--- config.mk ---
export PLATFORM = sky130hd
export DESIGN_NAME = uart_tx_ctrl
export DESIGN_NICKNAME = d
export VERILOG_FILES = /design/src/rtl/uart_tx_ctrl.sv
export SDC_FILE = /design/constraint.sdc
export NUM_CORES = 1
export LEC_CHECK = 0
export CAP_MARGIN = 20
export CORE_ASPECT_RATIO = 1.4
export CORE_UTILIZATION = 50
export DETAILED_ROUTE_END_ITERATION = 7
export PLACE_DENSITY = 0.77
export SETUP_SLACK_MARGIN = 0.3
export SLEW_MARGIN = 15
export SYNTH_ARGS = -nofsm -noshare
export SYNTH_HDL_FRONTEND = slang
export SYNTH_SLANG_ARGS = --single-unit
--- constraint.sdc ---
create_clock -name CLK -period 1.7 [get_ports CLK]
set_clock_uncertainty 0.05 [all_clocks]
set_input_delay 0.34 -clock CLK [delete_from_list [all_inputs] [get_ports CLK]]
set_output_delay 0.34 -clock CLK [all_outputs]
set_load 0.02 [all_outputs]
--- src/rtl/uart_tx_ctrl.sv ---
// UART transmit frame controller: accepts a parallel word, then sequences
// start, LSB-first data, optional parity and stop by driving the TX mux select.
module uart_tx_ctrl #(
  parameter int DATA_WIDTH = 8
) (
  input  logic                  CLK,
  input  logic                  RST,
  input  logic [DATA_WIDTH-1:0] P_DATA,
  input  logic                  Data_Valid,
  input  logic                  PAR_EN,
  input  logic                  PAR_TYP,
  output logic [1:0]            mux_sel,
  output logic                  Ser_data,
  output logic                  par_bit,
  output logic                  Busy
);

  localparam int CNT_W = (DATA_WIDTH > 1) ? $clog2(DATA_WIDTH) : 1;
  localparam logic [CNT_W-1:0] CNT_LAST = CNT_W'(DATA_WIDTH - 1);

  localparam logic [2:0] ST_IDLE   = 3'd0;
  localparam logic [2:0] ST_START  = 3'd1;
  localparam logic [2:0] ST_DATA   = 3'd2;
  localparam logic [2:0] ST_PARITY = 3'd3;
  localparam logic [2:0] ST_STOP   = 3'd4;

  localparam logic [1:0] SEL_START  = 2'b00;
  localparam logic [1:0] SEL_STOP   = 2'b01;
  localparam logic [1:0] SEL_DATA   = 2'b10;
  localparam logic [1:0] SEL_PARITY = 2'b11;

  logic [2:0]            r_state;
  logic [2:0]            w_state_nxt;
  logic [1:0]            r_mux_sel;
  logic                  r_busy;
  logic [DATA_WIDTH-1:0] r_shift;
  logic [CNT_W-1:0]      r_cnt;
  logic                  r_par_en;
  logic                  r_par_bit;
  logic                  w_accept;

  function automatic logic calc_parity(input logic [DATA_WIDTH-1:0] data,
                                       input logic odd);
    return (^data) ^ odd;
  endfunction

  function automatic logic [1:0] sel_for(input logic [2:0] st);
    logic [1:0] sel;
    case (st)
      ST_START:  sel = SEL_START;
      ST_DATA:   sel = SEL_DATA;
      ST_PARITY: sel = SEL_PARITY;
      ST_STOP:   sel = SEL_STOP;
      default:   sel = SEL_STOP;
    endcase
    return sel;
  endfunction

  assign w_accept = (r_state == ST_IDLE) && Data_Valid;

  // Next-state selection for the frame sequencer.
  always_comb begin
    w_state_nxt = r_state;
    case (r_state)
      ST_IDLE: begin
        if (Data_Valid) w_state_nxt = ST_START;
        else            w_state_nxt = ST_IDLE;
      end
      ST_START: w_state_nxt = ST_DATA;
      ST_DATA: begin
        if (r_cnt == CNT_LAST) w_state_nxt = r_par_en ? ST_PARITY : ST_STOP;
        else                   w_state_nxt = ST_DATA;
      end
      ST_PARITY: w_state_nxt = ST_STOP;
      ST_STOP:   w_state_nxt = ST_IDLE;
      default:   w_state_nxt = ST_IDLE;
    endcase
  end

  // State plus select/busy, registered from the next state so they line up
  // with the state they describe.
  always_ff @(posedge CLK or negedge RST) begin
    if (!RST) begin
      r_state   <= ST_IDLE;
      r_mux_sel <= SEL_STOP;
      r_busy    <= 1'b0;
    end else begin
      r_state   <= w_state_nxt;
      r_mux_sel <= sel_for(w_state_nxt);
      r_busy    <= (w_state_nxt != ST_IDLE);
    end
  end

  // Payload shift register, bit counter and per-frame parity settings.
  always_ff @(posedge CLK or negedge RST) begin
    if (!RST) begin
      r_shift   <= '0;
      r_cnt     <= '0;
      r_par_en  <= 1'b0;
      r_par_bit <= 1'b0;
    end else if (w_accept) begin
      r_shift   <= P_DATA;
      r_par_en  <= PAR_EN;
      r_par_bit <= calc_parity(P_DATA, PAR_TYP);
    end else if (r_state == ST_START) begin
      r_cnt <= '0;
    end else if (r_state == ST_DATA) begin
      r_shift <= r_shift >> 1;
      // Counter parks on the last index; the FSM leaves DATA there.
      if (r_cnt != CNT_LAST) r_cnt <= r_cnt + CNT_W'(1);
    end
  end

  assign mux_sel  = r_mux_sel;
  assign Ser_data = r_shift[0];
  assign par_bit  = r_par_bit;
  assign Busy     = r_busy;

endmodule

# Word level (Yosys, flattened, before mapping)

Index checks and enable logic that the tools add are counted.

Output and inout port bits: 5
Bits in registers: 19
Word-level logic and storage cells: 39

Add/subtract/negate cells: 1
Bitwise logic cells: 2
Reductions and logical operators: 9
Equality and inequality tests: 9
Muxes and demuxes: 11

Operator list:

| kind                | count |
|---|---|
| $mux 8              | 3 |
| $mux 3              | 5 |
| $eq 3x2->1 const B  | 4 |
| $pmux 3 s4          | 1 |
| $reduce_xor 8->1    | 1 |
| $eq 3x1->1 const B  | 2 |
| $pmux 2 s3          | 1 |
| $reduce_bool 2->1   | 3 |
| $add 3x1->3 const B | 1 |
| $eq 3x3->1 const B  | 1 |
| $logic_not 3->1     | 1 |
| $ne 3x3->1 const B  | 1 |
| $reduce_and 3->1    | 1 |
| $reduce_bool 3->1   | 1 |
| $ne 2x2->1 const B  | 1 |
| $reduce_and 2->1    | 1 |
| $logic_and 1x1->1   | 1 |
| $mux 1              | 1 |
| $not 1->1           | 1 |
| $xor 1x1->1         | 1 |

# Longest topological paths before layout

Depth after elaboration: 5
Gate-level depth with buffers: 6
Mapped depth without buffers: 6

# Worst setup path before layout

Ideal clock, no wire load.

Kind: register to register
Start: register r_cnt[0]
End: register r_cnt[0]
Data required time: 1.529 ns
Stages on the path, launching flop included: 7
Path slack: 0.234 ns
Arrival: 1.295 ns
Path through: dfrtp_1 ha_1 ha_1 nand2b_1 nand2b_1 nand2_1 a22o_1

Longest elaborated chain between the ends: 4
Elaborated cells between the ends (all ways): 7
Classes of those cells: add/sub (1); eq/ne (1); mux (3); reduce/logical (2)

Ends and longest elaborated chain:

| item                   | line | source |
|---|---|---|
| start, declared        | 37   | `logic [CNT_W-1:0] r_cnt;` |
| start signal, assigned | 110  | `if (r_cnt != CNT_LAST) r_cnt <= r_cnt + CNT_W'(1);` |
| $add 3x1->3            | 110  |  |
| $mux 3                 | 110  |  |
| $mux 3                 | 107  | `end else if (r_state == ST_DATA) begin` |
| $mux 3                 | 105  | `end else if (r_state == ST_START) begin` |

Several ways; a longest one is shown, not always the timed one. The select of a mux whose other input is x is not followed.
A chain may end at the register's enable or synchronous reset.

# Worst setup path after layout

Start: register r_state[0]
End: register r_shift[5]

Longest elaborated chain between the ends: 4
Elaborated cells between the ends (all ways): 8
Classes of those cells: eq/ne (3); mux (1); reduce/logical (4)

Ends and longest elaborated chain:

| item                                                      | line | source |
|---|---|---|
| start, declared                                           | 32   | `logic [2:0] r_state;` |
| start signal, assigned                                    | 88   | `r_state <= w_state_nxt;` |
| $logic_not 3->1                                           | 59   | `assign w_accept = (r_state == ST_IDLE) && Data_Valid;` |
| $logic_and 1x1->1                                         | 59   |  |
| $ne 2x2->1 (no line) or $reduce_bool 2->1 (tied branches) | n/a  |  |
| $reduce_and 2->1 (no line)                                | n/a  |  |
| end signal, assigned                                      | 108  | `r_shift <= r_shift >> 1;` |
| end, declared                                             | 36   | `logic [DATA_WIDTH-1:0] r_shift;` |

Several ways; a longest one is shown, not always the timed one.

==> impl_results.md <==
- Status: finished, final reports clean
- Hold WS: 300 ps
- Commonest non-fill, non-tap cells in the layout: dfrtp_1 (18), buf_4 (14), nor2_1 (10)
- Worst-path clk slew: 120 ps
- CTS sink count: 19
- Critical Path AT: 1580 ps
- Sequential share of the synthesized area: 0.490
- CTS Buffer Depth: 2
- Vias in the first global route: 818
- Initial antenna violation count: 0
- Maxcap violations: 0
- Synth Flop Type: dfrtp_1
- Largest net degree at the start of global routing: 20
- Most common cell after layout, fill and taps aside: dfrtp_1
- DP Wirelength: 1430 um
- Port Buffers: 17
- Rows: 18
- Via density: 5.53
- Final period utilization: 0.847
- WP data required: 1840 ps
- Max Fclk: 0.695 GHz
- Final Net Count: 137
- Setup Crit Path Kind: flip-flop to flip-flop
- # IOs: 18
- Die area: 2130 um2
- GRT overflow: 0
- Synthesis-stage register bit count: 19
- Leak Pwr: 0.607 nW
- Pwr dens: 1700 nW/um2
- Share of cells above drive strength 1: 0.347
- Clk root buf: clkbuf_4
- Yosys Warn Count: 0
- Worst slew margin: 0.798
- WL final: 2030 um
- Total track usage: 0.226
- Remaining routing DRC violations: 0
- Drt wl/cell: 14.4 um
- Mapped Avg Cell Area: 10.8 um2
- Mapped Cells: 90
- CTS tree: done
- Critical path peak fanout: 6
- Startpoint Class: flip-flop
- Final Slew Violations: 0
- Routability congestion estimate: 0.649
- Unrepaired setup endpoints after global routing: yes
- Final ANT Viol Nets: 0
- Count of final hold-check violations: 0
- Ant diodes: 0
- Detailed Routing Iterations Pass 1: 5
- Global-route wire length before repair: 3270 um
- Cts bufs inserted: 3
- Post-synthesis cell type count: 25
- Hold Crit Class: input pin to async pin
- Post-synth EDFFs: 0
- Tmin final: 1440 ps
- Post-Syn Area: 972 um2
- Initial drt markers: 3
- Chip height: 54.2 um
- Die width: 39.3 um
- Slew @ Worst Pin: 302 ps
- Initial core utilization: 0.540
- Worst vdd ir: 0.00122 V
- Placeable Area: 1800 um2
- Post-layout util: 0.742
- Clock Latency Late Sink: 300 ps
- Syn nets: 105
- Vias: 780
- Htree depth: 1
- Asr flop ratio synth: 1.00
- Final Setup Violations: 0
- Critical Path End Type: flip-flop
- Area Overhead vs Synth: 37.6%
[Yosys cell counts (2+ instances only)]
library cell,count,area [um2]
a21oi_1,9,45.0
a22o_1,5,43.8
buf_2,4,20.0
dfrtp_1,18,450
ha_1,2,25.0
inv_1,4,15.0
mux2_2,3,33.8
mux2i_1,6,60.1
nand2_1,4,15.0
nand2b_1,2,12.5
nor2_1,12,45.0
nor3_1,2,10.0
o21ai_0,3,15.0
xnor2_1,5,43.8
[kinds of logic after synthesis]
kind of cell	count (synthesis)	share of synthesized area
adders and majority gates	2	0.0257
DFF	19	0.490
AOI/OAI and AO/OA	20	0.129
buffers and inverters	9	0.0476
and+or+nand+nor	24	0.134
muxes	9	0.0965
xor gates and xnor gates	7	0.0772
[layer usage]
layer / global-route usage / share of wire / up-vias
met5: 0 / 0 / -
li1: - / - / 370
met2: 0.422 / 0.53 / 25
met4: 0.121 / 0.032 / 0
met3: 0.0248 / 0.041 / 10
met1: 0.234 / 0.39 / 375
[stage by stage]
step	setup TNS, ps	area [um2]	worst slack [ps]	power (mW)	std cells
2_1_floorplan	0	992	293	1.56	90
3_3_place_gp	-1110	1230	-251	1.86	132
3_5_place_dp	-1120	1230	-292	1.93	132
4_1_cts	0	1330	162	2.23	141
5_1_grt	0	1340	161	2.46	141
6_report	0	1340	261	2.28	141
[registers in the layout, indices dropped and copies added (netlist names)]
name	count
r_par_en	1
r_cnt	3
Busy	1
r_state	3
par_bit	1
r_shift	8
mux_sel	2
[critical path: stages (launching register included)]
cell and delay [ps]:
dfrtp_1 440, nor4b_4 370, buf_6 180, mux2i_1 190, a21oi_1 100
[final cells by class]
| cell class | count | area, um2 |
|---|---|---|
| Timing Repair Buffer | 32 | 267 |
| Clock inverter | 1 | 5.00 |
| Multi-Input combinational cell | 62 | 527 |
| Sequential cell | 19 | 477 |
| Inverter | 4 | 15.0 |
| Clock buffer | 3 | 22.5 |
| Fill cell | 126 | 464 |
| Tap cell | 20 | 25.0 |
[repair_timing]
item                       CTS  global route
setup endpoints to repair   17            19
hold buffers                 0             0
setup buffers                5             0
pin swaps                   14             3
gates resized for setup     23            15
[report_power, final]
group          leakage (nW)  switching [mW]  internal (mW)
Clock                0.0177           0.144         0.0876
Combinational         0.365           0.621          0.632
Sequential            0.224           0.124          0.671
Total                 0.607           0.890           1.39
[path summary, 6_finish.rpt]
check	depth (start not counted)	from	slack [ps]	endpoint
min in group CLK	3	P_DATA[7]	390	r_shift[7]$_DFFE_PN0P_
max reg2reg	4	r_state[0]$_DFF_PN0_	260	r_shift[5]$_DFFE_PN0P_
max in group asynchronous	2	RST	1020	mux_sel[0]$_DFF_PN1_
min	2	RST	300	r_shift[7]$_DFFE_PN0P_
min reg2reg	1	par_bit$_DFFE_PN0P_	480	par_bit$_DFFE_PN0P_
max	4	r_state[0]$_DFF_PN0_	260	r_shift[5]$_DFFE_PN0P_
(Power assumes the default switching activity.)
